File: src/rtl/cla5_wide_add_seq_if.sv
// Request/response bundle between a client and the wide-add sequencer.
//   start      : request, sampled only while busy=0
//   a, b, cin  : W-bit operands and slice-0 carry-in, captured on accepted start
//   busy       : operation in progress
//   done       : one-cycle pulse, sum/cout valid
//   sum, cout  : registered result, held until the next done
interface cla5_wide_add_seq_if #(
   parameter int unsigned NCHUNK = 4
);
   localparam int unsigned W = 5 * NCHUNK;

   logic         start;
   logic [W-1:0] a;
   logic [W-1:0] b;
   logic         cin;
   logic         busy;
   logic         done;
   logic [W-1:0] sum;
   logic         cout;

   modport master (output start, a, b, cin, input busy, done, sum, cout);
   modport slave  (input start, a, b, cin, output busy, done, sum, cout);
endinterface

File: src/rtl/cla5_wide_add_seq.sv
// Builds a W = 5*NCHUNK bit adder by streaming 5-bit slices through an
// external registered 5-bit CLA and chaining its carry-out slice to slice.
//   clk, rst          : clock and synchronous active-high reset
//   bus (slave)       : start/a/b/cin request, busy/done/sum/cout response
//   add_a/add_b/add_cin : slice operands and carry driven to the CLA
//   add_sum/add_cout  : CLA result, valid ADD_LAT edges after an issue
module cla5_wide_add_seq #(
   parameter int unsigned NCHUNK  = 4,
   parameter int unsigned ADD_LAT = 3
) (
   input  logic                clk,
   input  logic                rst,
   cla5_wide_add_seq_if.slave  bus,
   output logic [4:0]          add_a,
   output logic [4:0]          add_b,
   output logic                add_cin,
   input  logic [4:0]          add_sum,
   input  logic                add_cout
);
   localparam int unsigned W      = 5 * NCHUNK;
   localparam int unsigned IW     = (NCHUNK > 1) ? $clog2(NCHUNK) : 1;
   localparam int unsigned CW     = (ADD_LAT > 1) ? $clog2(ADD_LAT) : 1;
   localparam int unsigned LAT_M1 = ADD_LAT - 1;
   localparam int unsigned LAST   = NCHUNK - 1;

   typedef enum logic [1:0] {IDLE, WAIT, DONE} state_t;

   state_t        state;
   logic [W-1:0]  a_sh;
   logic [W-1:0]  b_sh;
   logic [IW-1:0] idx;
   logic [CW-1:0] wcnt;
   logic          busy_q;
   logic          done_q;
   logic [W-1:0]  sum_q;
   logic          cout_q;

   assign bus.busy = busy_q;
   assign bus.done = done_q;
   assign bus.sum  = sum_q;
   assign bus.cout = cout_q;

   // Sequencer: accept, issue slices, sample each ADD_LAT edges after its issue.
   always_ff @(posedge clk) begin
      if (rst) begin
         state   <= IDLE;
         a_sh    <= '0;
         b_sh    <= '0;
         idx     <= '0;
         wcnt    <= '0;
         busy_q  <= 1'b0;
         done_q  <= 1'b0;
         sum_q   <= '0;
         cout_q  <= 1'b0;
         add_a   <= '0;
         add_b   <= '0;
         add_cin <= 1'b0;
      end else begin
         done_q <= 1'b0;
         case (state)
            // DONE accepts exactly like IDLE so a held start issues back-to-back.
            IDLE, DONE: begin
               if (bus.start) begin
                  add_a   <= bus.a[4:0];
                  add_b   <= bus.b[4:0];
                  add_cin <= bus.cin;
                  // Remaining slices are kept pre-shifted so the next one is always at [4:0].
                  a_sh    <= bus.a >> 5;
                  b_sh    <= bus.b >> 5;
                  idx     <= '0;
                  wcnt    <= CW'(LAT_M1);
                  busy_q  <= 1'b1;
                  state   <= WAIT;
               end else begin
                  state <= IDLE;
               end
            end
            WAIT: begin
               if (wcnt != '0) begin
                  wcnt <= wcnt - 1'b1;
               end else begin
                  sum_q[5 * 32'(idx) +: 5] <= add_sum;
                  if (32'(idx) == LAST) begin
                     cout_q <= add_cout;
                     busy_q <= 1'b0;
                     done_q <= 1'b1;
                     state  <= DONE;
                  end else begin
                     // Inter-slice carry comes only from the CLA's carry-out.
                     add_a   <= a_sh[4:0];
                     add_b   <= b_sh[4:0];
                     add_cin <= add_cout;
                     a_sh    <= a_sh >> 5;
                     b_sh    <= b_sh >> 5;
                     idx     <= idx + 1'b1;
                     wcnt    <= CW'(LAT_M1);
                  end
               end
            end
            default: state <= IDLE;
         endcase
      end
   end
endmodule

File: src/flat_wrapper.sv
// flat-port wrapper written by rule: the top's interface ports become plain ports
module cla5_wide_add_seq_flat 
#(
   parameter int unsigned NCHUNK  = 4,
   parameter int unsigned ADD_LAT = 3
)
  (clk, rst, add_a, add_b, add_cin, add_sum, add_cout, bus_start, bus_a, bus_b, bus_cin, bus_busy, bus_done, bus_sum, bus_cout);
  cla5_wide_add_seq_if #(.NCHUNK(NCHUNK)) bus_i ();
  input  logic clk;
  input  logic rst;
  output logic [4:0] add_a;
  output logic [4:0] add_b;
  output logic add_cin;
  input  logic [4:0] add_sum;
  input  logic add_cout;
  input wire logic [$bits(bus_i.start)-1:0] bus_start;
  input wire logic [$bits(bus_i.a)-1:0] bus_a;
  input wire logic [$bits(bus_i.b)-1:0] bus_b;
  input wire logic [$bits(bus_i.cin)-1:0] bus_cin;
  output wire logic [$bits(bus_i.busy)-1:0] bus_busy;
  output wire logic [$bits(bus_i.done)-1:0] bus_done;
  output wire logic [$bits(bus_i.sum)-1:0] bus_sum;
  output wire logic [$bits(bus_i.cout)-1:0] bus_cout;
  assign bus_i.start = bus_start;
  assign bus_i.a = bus_a;
  assign bus_i.b = bus_b;
  assign bus_i.cin = bus_cin;
  assign bus_busy = bus_i.busy;
  assign bus_done = bus_i.done;
  assign bus_sum = bus_i.sum;
  assign bus_cout = bus_i.cout;
  cla5_wide_add_seq #(.NCHUNK(NCHUNK), .ADD_LAT(ADD_LAT)) u_core (.clk(clk), .rst(rst), .bus(bus_i), .add_a(add_a), .add_b(add_b), .add_cin(add_cin), .add_sum(add_sum), .add_cout(add_cout));
endmodule
File: config.mk
export PLATFORM = sky130hd
export DESIGN_NAME = cla5_wide_add_seq_flat
export DESIGN_NICKNAME = d
export VERILOG_FILES = /design/src/rtl/cla5_wide_add_seq_if.sv /design/src/rtl/cla5_wide_add_seq.sv /design/src/flat_wrapper.sv
export SDC_FILE = /design/constraint.sdc
export NUM_CORES = 1
export LEC_CHECK = 0
export ABC_CLOCK_PERIOD_IN_PS = 2700
export CAP_MARGIN = 20
export CORE_MARGIN = 2
export CORE_UTILIZATION = 50
export CTS_BUF_LIST = sky130_fd_sc_hd__clkbuf_4 sky130_fd_sc_hd__clkbuf_8
export DETAILED_ROUTE_END_ITERATION = 10
export PLACE_DENSITY = 0.93
export RECOVER_POWER = 25
export SLEW_MARGIN = 20
export SYNTH_ARGS = -nofsm -noshare
export SYNTH_HDL_FRONTEND = slang
export SYNTH_SLANG_ARGS = --single-unit
export TNS_END_PERCENT = 10
File: constraint.sdc
create_clock -name clk -period 2.7 [get_ports clk]
set_input_delay 0.675 -clock clk [delete_from_list [all_inputs] [get_ports clk]]
set_output_delay 0.675 -clock clk [all_outputs]
set_load 0.01 [all_outputs]
==> results of run 1 <==
-- cells by family after synthesis --
logic type                 Yosys count
buffers and inverters               38
adders and majority gates            9
AOI/OAI and AO/OA                   70
DFF                                 70
and+or+nand+nor                    167
-- Yosys cell counts, types with 3 or more instances --
cell	count
buf_4	3
and4b_1	4
nand2_1	88
a22o_1	10
clkbuf_1	13
dfxtp_1	70
nor2b_1	7
a311oi_1	3
nand4b_1	4
inv_1	4
nor2_1	3
ha_1	9
buf_2	14
a21oi_1	24
nand4_1	5
nor3_1	33
a311oi_2	29
nand3_1	16
buf_6	3
-- worst max-delay path by stage --
stage                        from                 to  slack (ps)  depth (start not counted)
finish                  bus_start    u_core.b_sh[12]         420                          5
global route            bus_start    u_core.b_sh[10]         270                          5
CTS                 u_core.idx[0]     u_core.a_sh[4]         430                          4
detailed placement      bus_start    u_core.a_sh[12]         180                          5
global placement        bus_start    u_core.b_sh[13]         240                          5
floorplan           u_core.idx[0]  u_core.bus.sum[4]         740                          7
-- layer usage --
| layer | vias to the layer above | part of all wire | global-route usage |
|---|---|---|---|
| li1 | 1404 | - | - |
| met1 | 1365 | 0.44 | 0.290 |
| met2 | 94 | 0.47 | 0.334 |
| met3 | 25 | 0.056 | 0.0485 |
| met4 | 0 | 0.031 | 0.114 |
| met5 | - | 0 | 0 |
-- sequential cells by signal (all words and copies together), names as in the netlist --
name,count
u_core.bus.done,1
u_core.bus.busy,1
u_core.idx,2
u_core.wcnt,2
u_core.b_sh,15
u_core.add_cin,1
u_core.state,2
u_core.add_b,5
u_core.bus.cout,1
u_core.add_a,5
u_core.a_sh,15
u_core.bus.sum,20
-- layout make-up --
class / instances / area share
Sequential cell: 70 / 0.335
Clock inverter: 4 / 0.00538
Clock buffer: 12 / 0.0364
Timing Repair Buffer: 88 / 0.209
Tap cell: 77 / 0.0230
Multi-Input combinational cell: 246 / 0.388
Inverter: 4 / 0.00358
-- worst max-delay path, stage by stage --
cell and delay [ps]:
dlygate4sd3_1 520, nor2b_1 160, buf_4 380, nor2b_1 580, a22o_1 240
-- power breakdown --
part | internal (mW) | switching [mW]
clock | 0.374 | 0.377
sequential | 1.11 | 0.0472
combinational | 0.228 | 0.249
-- metrics by stage --
step	cell area, um^2	setup WS, ps	instances
CTS	4190	434	501
finish	4190	420	501
global route	4190	272	501
detailed placement	4020	184	485
floorplan	3200	738	354
global placement	4020	243	485
==> impl_metrics.csv, run 1 <==
group,metric,value,unit
floorplanning,fp.dieH,84.0,um
global_route,grt_pass1_wl,12700,um
route,routed_wl,7630,um
route,via_count,2888,
worst_setup_path,arrival,2560,ps
place,port-buffer-count,83,
yosys,synth-seq-cells,70,
yosys,muxShareOfSynthArea,0,
clock_network,cts_max_level,3,
floorplanning,die_w,84.0,um
yosys,synth-simple-area-share,0.247,
hold_path,hold_start,"u_core.bus.sum[0]",
clock_network,root_buffer,"clkbuf_8",
status,status,"complete, no violations",
final_layout,post-route-util,0.667,
final_layout,final_cell_mix,"88 x nand2_1, 70 x dfxtp_1, 67 x clkdlybuf4s50_1",
clock_network,cts_resized,0,
hold_path,worstHoldPathCells,2,
yosys,yosysSeqAreaShare,0.438,
global_route,grt.overflow.total,0,
final_layout,syn_to_final_growth,30.8,%
timing,drv_slew,0,
floorplanning,num_io_pins,84,
yosys,synth_nets,413,
route,postRouteAntennaNets,0,
yosys,yosysTopAreaCell,"dfxtp_1",
worst_setup_path,rr_endpoint,"u_core.a_sh[4]",
final_layout,final_common_cell,"nand2_1",
worst_setup_path,startpoint_type,"primary input",
run,maxCapViolations,0,
yosys,synth_top_family_by_area,"simple AND/OR/NAND/NOR gates",
timing,setup_viol,0,
clock_network,cts_tree,"done",
route,drtPass1Iterations,4,
worst_setup_path,critPathKind,"primary input to register",
clock_network,cts.sinks,70,
yosys,synth_top_area_share,0.438,
route,drc,0,
pwr,power.density,569,nW/um^2
final_layout,multi_input_area,1630,um^2
pwr,total_power,2.38,mW
timing,grt_setup_unrepaired,"false",
global_route,antenna_found_initial,0,
clock_network,post-cts-setup-buffer-count,0,
timing,max_freq,439,MHz
yosys,synth_async_sr_flop_share,0,
clock_network,clk_latency,340,ps
pwr,peakVddDrop,0.409,mV
final_layout,final_layout_size_suffix_gt1_frac,0.132,
yosys,synth_cells,354,
floorplanning,initial_utilization,0.510,
global_route,grt_pass1_vias,2768,
hold_path,min_to,"u_core.bus.sum[0]",
yosys,syn_area_per_cell,9.05,um^2
worst_setup_path,r2r_cells,4,
yosys,synth.area.top_cells,"dfxtp_1 44%, a311oi_2 14%, nand2_1 10%, nor3_1 5.2%, a21oi_1 3.8%",
yosys,synthXorXnorAreaFrac,0,
timing,relSlewSlack,0.396,
yosys,synthAdderAreaFrac,0.0352,
pwr,power_leakage,1.49,nW
route,drt-wirelength-per-cell,15.2,um
worst_setup_path,cp_max_fo,38,
worst_setup_path,worstPathRequired,2980,ps
worst_setup_path,end_kind,"register",
hold_path,hold_path_class,"register to register",
yosys,synth_ff_type,"dfxtp_1",
floorplanning,rows,29,
worst_setup_path,r2r_start,"u_core.idx[0]",
timing,hold_ws,450,ps
route,drt_iter0_markers,232,
timing,final.setup_skew,7.51,ps
yosys,synth_edf_count,0,
timing,final.setup.tns,0,ps
timing,period_share,0.844,
worst_setup_path,rrSetupSlack,450,ps
global_route,grt_util_all_layers,0.220,
timing,worst_pin_slew,907,ps
route,via_per_inst,5.76,
floorplanning,coreArea,6280,um^2
yosys,yosys.cell_types.count,30,
clock_network,clkTransAtPathRegs,70,ps
place,gp_congestion,0.840,
final_layout,regArea,1400,um^2
clock_network,numCtsBuffers,9,
final_layout,antennaDiodeCount,0,
yosys,yosysWarnings,0,
yosys,synth_area,3200,um^2
global_route,grt_max_degree,39,
floorplanning,dieArea,7060,um^2
clock_network,cts_hold_buf,0,
place,post-dp-hpwl,5240,um
timing,hold_violations,0,
timing,period_minus_slack,2280,ps
yosys,synth-compound-area-share,0.220,
final_layout,nFillCells,473,
final_layout,nNetsFinal,478,
clock_network,cts_buffer_depth,2,
No activity file was read; power rests on OpenSTA's default activity.
==> inputs of run 2 (changes only) <==
--- a/config.mk
+++ b/config.mk
@@ -5,7 +5,7 @@
 export SDC_FILE = /design/constraint.sdc
 export NUM_CORES = 1
 export LEC_CHECK = 0
-export ABC_CLOCK_PERIOD_IN_PS = 2700
+export ABC_CLOCK_PERIOD_IN_PS = 2300
 export CAP_MARGIN = 20
 export CORE_MARGIN = 2
 export CORE_UTILIZATION = 50
==> constraint.sdc (replaced) <==
create_clock -name clk -period 2.3 [get_ports clk]
set_input_delay 0.575 -clock clk [delete_from_list [all_inputs] [get_ports clk]]
set_output_delay 0.575 -clock clk [all_outputs]
set_load 0.01 [all_outputs]
==> impl_metrics.csv, run 2 (synthesis gave the netlist of run 1 again) <==
group,metric,value,unit
final_layout,final_layout_size_suffix_gt1_frac,0.137,
global_route,grt_max_degree,37,
final_layout,nFillCells,485,
worst_setup_path,worstPathRequired,2560,ps
floorplanning,coreArea,6280,um^2
final_layout,post-route-util,0.676,
timing,final.setup.tns,0,ps
clock_network,clkTransAtPathRegs,70,ps
worst_setup_path,cp-startpoint,"bus_start",
final_layout,largest_register_ffs,20,
place,gp_congestion,0.849,
final_layout,antennaDiodeCount,0,
route,via_count,2927,
floorplanning,fp.dieH,84.0,um
hold_path,hold_start,"u_core.bus.sum[18]",
pwr,power.density,677,nW/um^2
place,post-dp-hpwl,5640,um
clock_network,post-cts-setup-buffer-count,0,
pwr,power.switching,0.812,mW
worst_setup_path,startpoint_type,"primary input",
clock_network,cts_resized,0,
hold_path,worstHoldPathCells,2,
pwr,peakVddDrop,0.591,mV
route,drc,0,
worst_setup_path,critPathKind,"primary input to register",
worst_setup_path,end_kind,"register",
worst_setup_path,cp_max_fo,16,
clock_network,cts_buffer_depth,2,
pwr,p_seq_frac,0.473,
clock_network,cts_max_level,3,
worst_setup_path,arrival,2320,ps
route,postRouteAntennaNets,0,
route,routed_wl,8170,um
pwr,p_int,2.06,mW
clock_network,clk_latency,350,ps
global_route,grt.overflow.total,0,
floorplanning,initial_utilization,0.510,
clock_network,cts_hold_buf,0,
floorplanning,num_io_pins,84,
final_layout,final_cell_mix,"88 x nand2_1, 74 x clkdlybuf4s50_1, 70 x dfxtp_1",
timing,hold_ws,450,ps
timing,final.setup_skew,7.39,ps
pwr,clock_power_share,0.322,
pwr,p_comb_frac,0.206,
run,maxCapViolations,0,
clock_network,cts.sinks,70,
pwr,power_leakage,1.51,nW
timing,hold_violations,0,
status,status,"complete, no violations",
clock_network,numCtsBuffers,9,
timing,period_share,0.895,
floorplanning,dieArea,7060,um^2
timing,relSlewSlack,0.467,
floorplanning,die_w,84.0,um
final_layout,final_cells,507,
final_layout,final_common_cell,"nand2_1",
route,drtPass1Iterations,5,
clock_network,cts_tree,"done",
pwr,total_power,2.87,mW
timing,worst_pin_slew,800,ps
hold_path,hold_path_class,"register to register",
timing,drv_slew,0,
floorplanning,rows,29,
route,via_per_inst,5.77,
timing,grt_setup_unrepaired,"false",
worst_setup_path,r2r_cells,6,
timing,max_freq,486,MHz
route,drt-wirelength-per-cell,16.1,um
final_layout,syn_to_final_growth,32.4,%
route,drt_iter0_markers,196,
global_route,grt_util_all_layers,0.240,
global_route,grt_pass1_vias,2871,
clock_network,root_buffer,"clkbuf_8",
worst_setup_path,r2r_start,"u_core.wcnt[0]",
global_route,grt_pass1_wl,13700,um
timing,period_minus_slack,2060,ps
final_layout,nNetsFinal,484,
place,port-buffer-count,83,
timing,setup_viol,0,
global_route,antenna_found_initial,0,
place,place_inst,491,
pwr,switching_share,0.283,
==> run 2: power by group through the flow <==
stage	registers [mW]	logic [mW]	clock network [mW]
after floorplan	1.38	0.363	0
after global placement	1.38	0.572	0
after detailed placement	1.38	0.593	0
after CTS	1.36	0.597	0.928
after global routing	1.37	0.638	0.988
final	1.36	0.591	0.923
==> run 2: final cells by class <==
| cell class | instances | area [um^2] | area share |
|---|---|---|---|
| multi-input combinational | 246 | 1620 | 0.381 |
| clock buffer | 12 | 165 | 0.0389 |
| tap | 77 | 96.3 | 0.0227 |
| timing repair buffer | 94 | 927 | 0.219 |
| sequential | 70 | 1400 | 0.330 |
| clock inverter | 4 | 20.0 | 0.00472 |
| inverter | 4 | 15.0 | 0.00354 |
==> run 2: stage by stage <==
stage | cell area (um^2) | setup slack, ps
floorplan | 3200 | 338
detailed placement | 4070 | 183
global route | 4240 | 163
finish | 4240 | 241
CTS | 4260 | 472
global placement | 4070 | 251
==> run 2: routing by layer <==
| metal | up-vias | wire (um) | global-route usage |
|---|---|---|---|
| li1 | 1411 | - | - |
| met1 | 1381 | 3540 | 0.315 |
| met2 | 116 | 3980 | 0.387 |
| met3 | 19 | 434 | 0.0465 |
| met4 | 0 | 208 | 0.0938 |
| met5 | - | 0 | 0 |
==> run 2: path summary, 6_finish.rpt <==
path                                           end  slack [ps]
worst max register to register     u_core.add_b[3]         340
worst min register to register  u_core.bus.sum[18]         450
worst min-delay path            u_core.bus.sum[18]         450
worst max-delay path                u_core.b_sh[4]         240
==> run 2: worst max-delay path, cell delays in order <==
cell and delay [ps]:
clkdlybuf4s50_1 460, nor2b_2 220, clkbuf_1 640, nor3_1 150
a311oi_2 270
==> variant 1: new RTL, settings of run 1 <==
Put one more register stage on the output `add_a`. The value now appears one clock later. The other outputs are not delayed to match.
--- a/src/rtl/cla5_wide_add_seq.sv
+++ b/src/rtl/cla5_wide_add_seq.sv
@@ -26,2 +26,4 @@
    typedef enum logic [1:0] {IDLE, WAIT, DONE} state_t;
+
+   logic [4:0] add_a_s0;
 
@@ -54,3 +56,3 @@
          cout_q  <= 1'b0;
-         add_a   <= '0;
+         add_a_s0 <= '0;
          add_b   <= '0;
@@ -63,3 +65,3 @@
                if (bus.start) begin
-                  add_a   <= bus.a[4:0];
+                  add_a_s0 <= bus.a[4:0];
                   add_b   <= bus.b[4:0];
@@ -89,3 +91,3 @@
                      // Inter-slice carry comes only from the CLA's carry-out.
-                     add_a   <= a_sh[4:0];
+                     add_a_s0 <= a_sh[4:0];
                      add_b   <= b_sh[4:0];
@@ -103,2 +105,6 @@
    end
+   always_ff @(posedge clk) begin
+      add_a <= add_a_s0;
+   end
+
 endmodule
Function: changed (Yosys sat finds a counterexample within 4 cycles, from zero or initial values and one cycle with rst high).
==> variant 1 against run 1 <==
Final area up 6.2%; die area up 3.0%; sequential power is 8% higher; count of clock-buffer cells in the layout down 2; synthesized area up 3.1%; sequential cell count is 5 higher; register-to-register slack better by 90 ps; setup slack improved by 25 ps; sequential share of layout area increased by 0.31 points; hold slack worse by 95 ps; synthesized cell count grew 1.1%; wire length increased by 9.5%; power is 25% higher; first-iteration DRC count up 3.4%; largest power group is now clock.
==> variant 1: results (changes against run 1) <==
• **Post-CTS Setup Inserts** 0, unchanged
• **share of post-route cells with drive strength above 1** 0.1379, +0.005856
• **xor and xnor fraction of the mapped netlist area** 0, unchanged
• **final routed wire length divided by cell count** 16.32 um, +7.1%
• **total of cells resized after clock tree synthesis** 0, unchanged
• **Worst Hold Depth** 0, -2
• **reg-to-reg critical path startpoint** u_core.idx[0]
• **Hold/Removal Path Class** flip-flop to flip-flop
• **number of unique standard cell types used by synthesis** 29, -3.3%
• **number of clock buffers inserted by TritonCTS** 9, unchanged
• **switching share of power** 0.2433, -0.03924
• **clock root buffer master** sky130_fd_sc_hd__clkbuf_8
• **area fraction in compound gates after synthesis** 0.2140, -0.005907
• **pin count of the biggest net entering global routing** 37, -5.1%
• **final WL** 8.358 mm, +9.5%
• **first-pass GRT wire length** 13.73 mm, +8.5%
• **Final Wtd Congestion** 0.8063, -4.0%
• **Placed Cells** 496, +2.3%
• **register area share after synthesis** 0.4545, +0.01705
• **clock tree skew after final layout** 6.721 ps, -0.7889 ps
• **flip-flop count of the largest register, all copies and words added** 20, unchanged
• **Starting DRT DRC Count** 240, +3.4%
• **outcome** finished, final reports clean
• **via count of the first global-routing pass** 2894, +4.6%
• **insertion delay of the later-clocked pin in the worst-skew pair** 340 ps, about the same
• **leakage** 1.599 nW, +7.0%
• **worst IR drop on VDD** 0.0004651 V, +14%
• **most area-consuming cells after synthesis** sky130_fd_sc_hd__dfxtp_1 (45%), sky130_fd_sc_hd__a311oi_2 (14%), sky130_fd_sc_hd__nand2_1 (10%)
• **CP Max Fanout** 16, -58%
• **Avg Inst Size Synth** 9.227 um2, +2.0%
• **register clock-pin slew on the reported worst setup and hold paths** 80 ps
• **number of cell instances on the worst register-to-register path** 5, +1
• **ranking of synthesized cells by instance count** sky130_fd_sc_hd__nand2_1 (88), sky130_fd_sc_hd__dfxtp_1 (75), sky130_fd_sc_hd__nor3_1 (33)
• **sum of net half-perimeters after detailed placement** 5.682 mm, +8.4%
• **first-pass iteration count of the detailed router** 4, unchanged
• **depth of the CTS H-tree** 3, unchanged
• **maximum root-to-sink buffer count** 2, unchanged
• **syn_nets** 416, +0.73%
• **# port buffers** 83, unchanged
• **FFs w/ async S/R, synth** 0, unchanged
• **Ys Warns** 0, unchanged
• **global-route usage over all layers** 0.2332, +0.01370
• **final net count** 488, +2.1%
• **start point of the worst min-delay path** u_core.add_a_s0[1]
• **initial antenna violation count** 0, unchanged
• **post-synthesis mux area share** 0, unchanged
• **worst max-slew margin expressed relative to the limit** 0.5213, +0.1258
• **routed vias/inst** 5.781, +0.29%
• **adder and majority gate portion of the synthesized area** 0.03030, -0.004853
[variant 1: changes by cell type after synthesis, sizes merged]
cell / change
or3: +1
dfxtp: +5
nor2: -1
o22ai: -1
o21ai: +1
ha: -1
nand2b: +1
nor2b: -2
and2b: +1
clkbuf: -1
o31ai: -1
a21oi: +2
[variant 1: cell type report]
cell class | instances | area [um2]
Clock buffer | 10 | 137.6
Timing Repair Buffer | 94 | 920.9
Fill cell | 434 | 1939
Inverter | 4 | 15.01
Sequential cell | 75 | 1501
Clock inverter | 6 | 158.9
Multi-Input combinational cell | 246 | 1617
Tap cell | 77 | 96.34
[variant 1: cell families after synthesis]
| logic type | count (synthesis) |
|---|---|
| adders and majority gates | 8 |
| DFF | 75 |
| buffers and inverters | 37 |
| and+or+nand+nor | 167 |
| AOI/OAI and AO/OA | 71 |
[variant 1: worst paths after layout]
| kind | endpoint | slack, ps |
|---|---|---|
| worst min-delay path | u_core.add_a[1] | 350 |
| worst max register to register | u_core.bus.sum[3] | 540 |
| worst min register to register | u_core.add_a[1] | 350 |
| worst max-delay path | u_core.a_sh[4] | 450 |
[variant 1: per-layer routing]
layer  up-vias  global-route usage  routed length (um)
met4         0             0.08369                 162
li1       1428                   -                   -
met5         -                   0                   0
met1      1419              0.3039                3687
met3        17             0.04086                 457
met2        96              0.3885                4050
[variant 1: worst max-delay path: stages]
cell	delay, ps
sky130_fd_sc_hd__dlygate4sd3_1	540
sky130_fd_sc_hd__nor2b_1	580
sky130_fd_sc_hd__or2_1	240
sky130_fd_sc_hd__buf_4	280
sky130_fd_sc_hd__a311oi_2	140
[variant 1: power groups by stage]
stage / combinational (W) / sequential [W] / clock, W
floorplan: 0.000311 / 0.00126 / 0
global placement: 0.000473 / 0.00126 / 0
detailed placement: 0.000492 / 0.00126 / 0
CTS: 0.000497 / 0.00124 / 0.00125
global route: 0.000537 / 0.00125 / 0.00129
finish: 0.000494 / 0.00124 / 0.00125
[variant 1: per-stage QoR]
stage                     setup slack [ps]    util  instance area [um2]
after detailed placement             405.8  0.6503                 4153
after floorplan                      894.3       -                 3303
after global placement               515.7  0.6503                 4153
final                                445.4  0.6963                 4447
after global routing                 331.0  0.6963                 4447
after CTS                            578.4  0.6967                 4449
==> variant 2: new RTL, settings of run 1 <==
Without the edit above. `NCHUNK` is set to 4 in 3 places; all go to 2.
--- a/src/rtl/cla5_wide_add_seq_if.sv
+++ b/src/rtl/cla5_wide_add_seq_if.sv
@@ -7,3 +7,3 @@
 interface cla5_wide_add_seq_if #(
-   parameter int unsigned NCHUNK = 4
+   parameter int unsigned NCHUNK = 2
 );
--- a/src/rtl/cla5_wide_add_seq.sv
+++ b/src/rtl/cla5_wide_add_seq.sv
@@ -7,3 +7,3 @@
 module cla5_wide_add_seq #(
-   parameter int unsigned NCHUNK  = 4,
+   parameter int unsigned NCHUNK  = 2,
    parameter int unsigned ADD_LAT = 3
--- a/src/flat_wrapper.sv
+++ b/src/flat_wrapper.sv
@@ -3,3 +3,3 @@
 #(
-   parameter int unsigned NCHUNK  = 4,
+   parameter int unsigned NCHUNK  = 2,
    parameter int unsigned ADD_LAT = 3
Ports: changed (resized bus_a, bus_b and bus_sum); port bits go from 84 to 54. No check against the original RTL was run, so the function may have changed too.
==> variant 2 against run 1 <==
Combinational power down 41%; hold slack gained 41 ps; final area down 48%; count of clock-buffer cells in the layout down 5; power shrank 48%; synthesized area shrank 50%; maximum frequency increased by 18%; via count down 53%; wire length decreased by 51%; sequential cell count shrank 31; critical path depth down 4; setup slack better by 340 ps; global-route usage shrank 0.65 points; critical endpoint is now add_b[4]; largest cell class is now registers; highest routed layer unchanged.
==> variant 2: results (changes against run 1) <==
• **sum of net half-perimeters after detailed placement** 2.820 mm, -46%
• **Plain + repair buffers** 58, -34%
• **syn_nets** 188, -54%
• **non-clock buffer contribution to total cell area** 0.2590, +0.04997
• **Final Wtd Congestion** 0.7514, -11%
• **met2 usage in global routing** 0.3991, +0.06501
• **outcome** finished, final reports clean
• **clock buffer count in the final layout** 7, -5
• **Avg Inst Size Synth** 10.19 um2, +13%
• **most area-consuming cells after synthesis** sky130_fd_sc_hd__dfxtp_1 (49%), sky130_fd_sc_hd__a311oi_2 (9.4%), sky130_fd_sc_hd__mux2i_1 (6.9%)
• **worst setup path startpoint** u_core.add_b[4]
• **total routed wire length on the met1 layer** 1.518 mm, -55%
• **comb_multi_in** 102, -59%
• **leakage** 0.8359 nW, -44%
• **register area share after synthesis** 0.4913, +0.05384
• **total net switching power** 0.0003405 W, -49%
• **depth of the CTS H-tree** 2, -1
• **routed vias/inst** 5.336, -7.4%
• **fraction of area in clock buffers and inverters** 0.02642, -0.01539
• **layout filler cell count** 234, -51%
• **flip-flop count of the largest register, all copies and words added** 10, -50%
• **final net count** 240, -50%
• **met2 layer wire length in the routed design** 1.996 mm, -44%
• **pin count of the biggest net entering global routing** 18, -54%
• **final routed wire length divided by cell count** 14.87 um, -2.4%
• **worst IR drop on VDD** 0.0003403 V, -17%
• **Placed Cells** 245, -49%
• **multi-input gate area in the final layout** 713.2 um2, -56%
• **reg-to-reg critical path startpoint** u_core.state[0]
• **Sequential cell area** 780.7 um2, -44%
• **number of synthesized register bits** 39, -44%
• **global-route usage over all layers** 0.2130, -0.006524
• **slowest cell on the critical path** sky130_fd_sc_hd__clkdlybuf4s50_1
• **final WL** 3.763 mm, -51%
• **M3 GR Usage** 0.03838, -0.01009
• **number of clock buffers inserted by TritonCTS** 5, -4
• **met1 Track Usage GR** 0.2317, -0.05879
• **number of unique standard cell types used by synthesis** 26, -13%
• **# port buffers** 53, -36%
• **share of post-route cells with drive strength above 1** 0.1100, -0.02203
• **arrival time reported for the critical path endpoint** 1260 ps, -1300 ps
• **clock distribution power** 0.000305 W, -59%
• **Starting DRT DRC Count** 42, -82%
==> variant 2: per-stage QoR <==
step / worst slack [ps] / total power (W) / area, um2 / utilization
after floorplan: 1100 / 0.0008175 / 1589 / -
after global placement: 514.5 / 0.0009281 / 2140 / 0.7066
after detailed placement: 447.0 / 0.0009426 / 2140 / 0.7066
after CTS: 758.2 / 0.001237 / 2197 / 0.7256
after global routing: 650.7 / 0.001278 / 2178 / 0.7194
final: 762.3 / 0.001230 / 2178 / 0.7194
==> variant 2: logic make-up (layout without fill, tap and decap cells) <==
group                    after synthesis  after routing  synth area share
AND/OR/NAND/NOR                       60             60            0.1772
buffers and inverters                 15             68           0.05984
multiplexers                          11             11           0.06929
adder cells (fa/ha/maj)                2              2           0.01575
flip-flops                            39             39            0.4913
AO/OA/AOI/OAI                         29             29            0.1866
==> variant 2: path summary, 6_finish.rpt <==
path,end,slack (ps),cells past startpoint
min reg2reg,u_core.b_sh[4],490,1
min,u_core.b_sh[4],490,1
max,add_b[4],760,1
max reg2reg,u_core.add_b[2],790,3
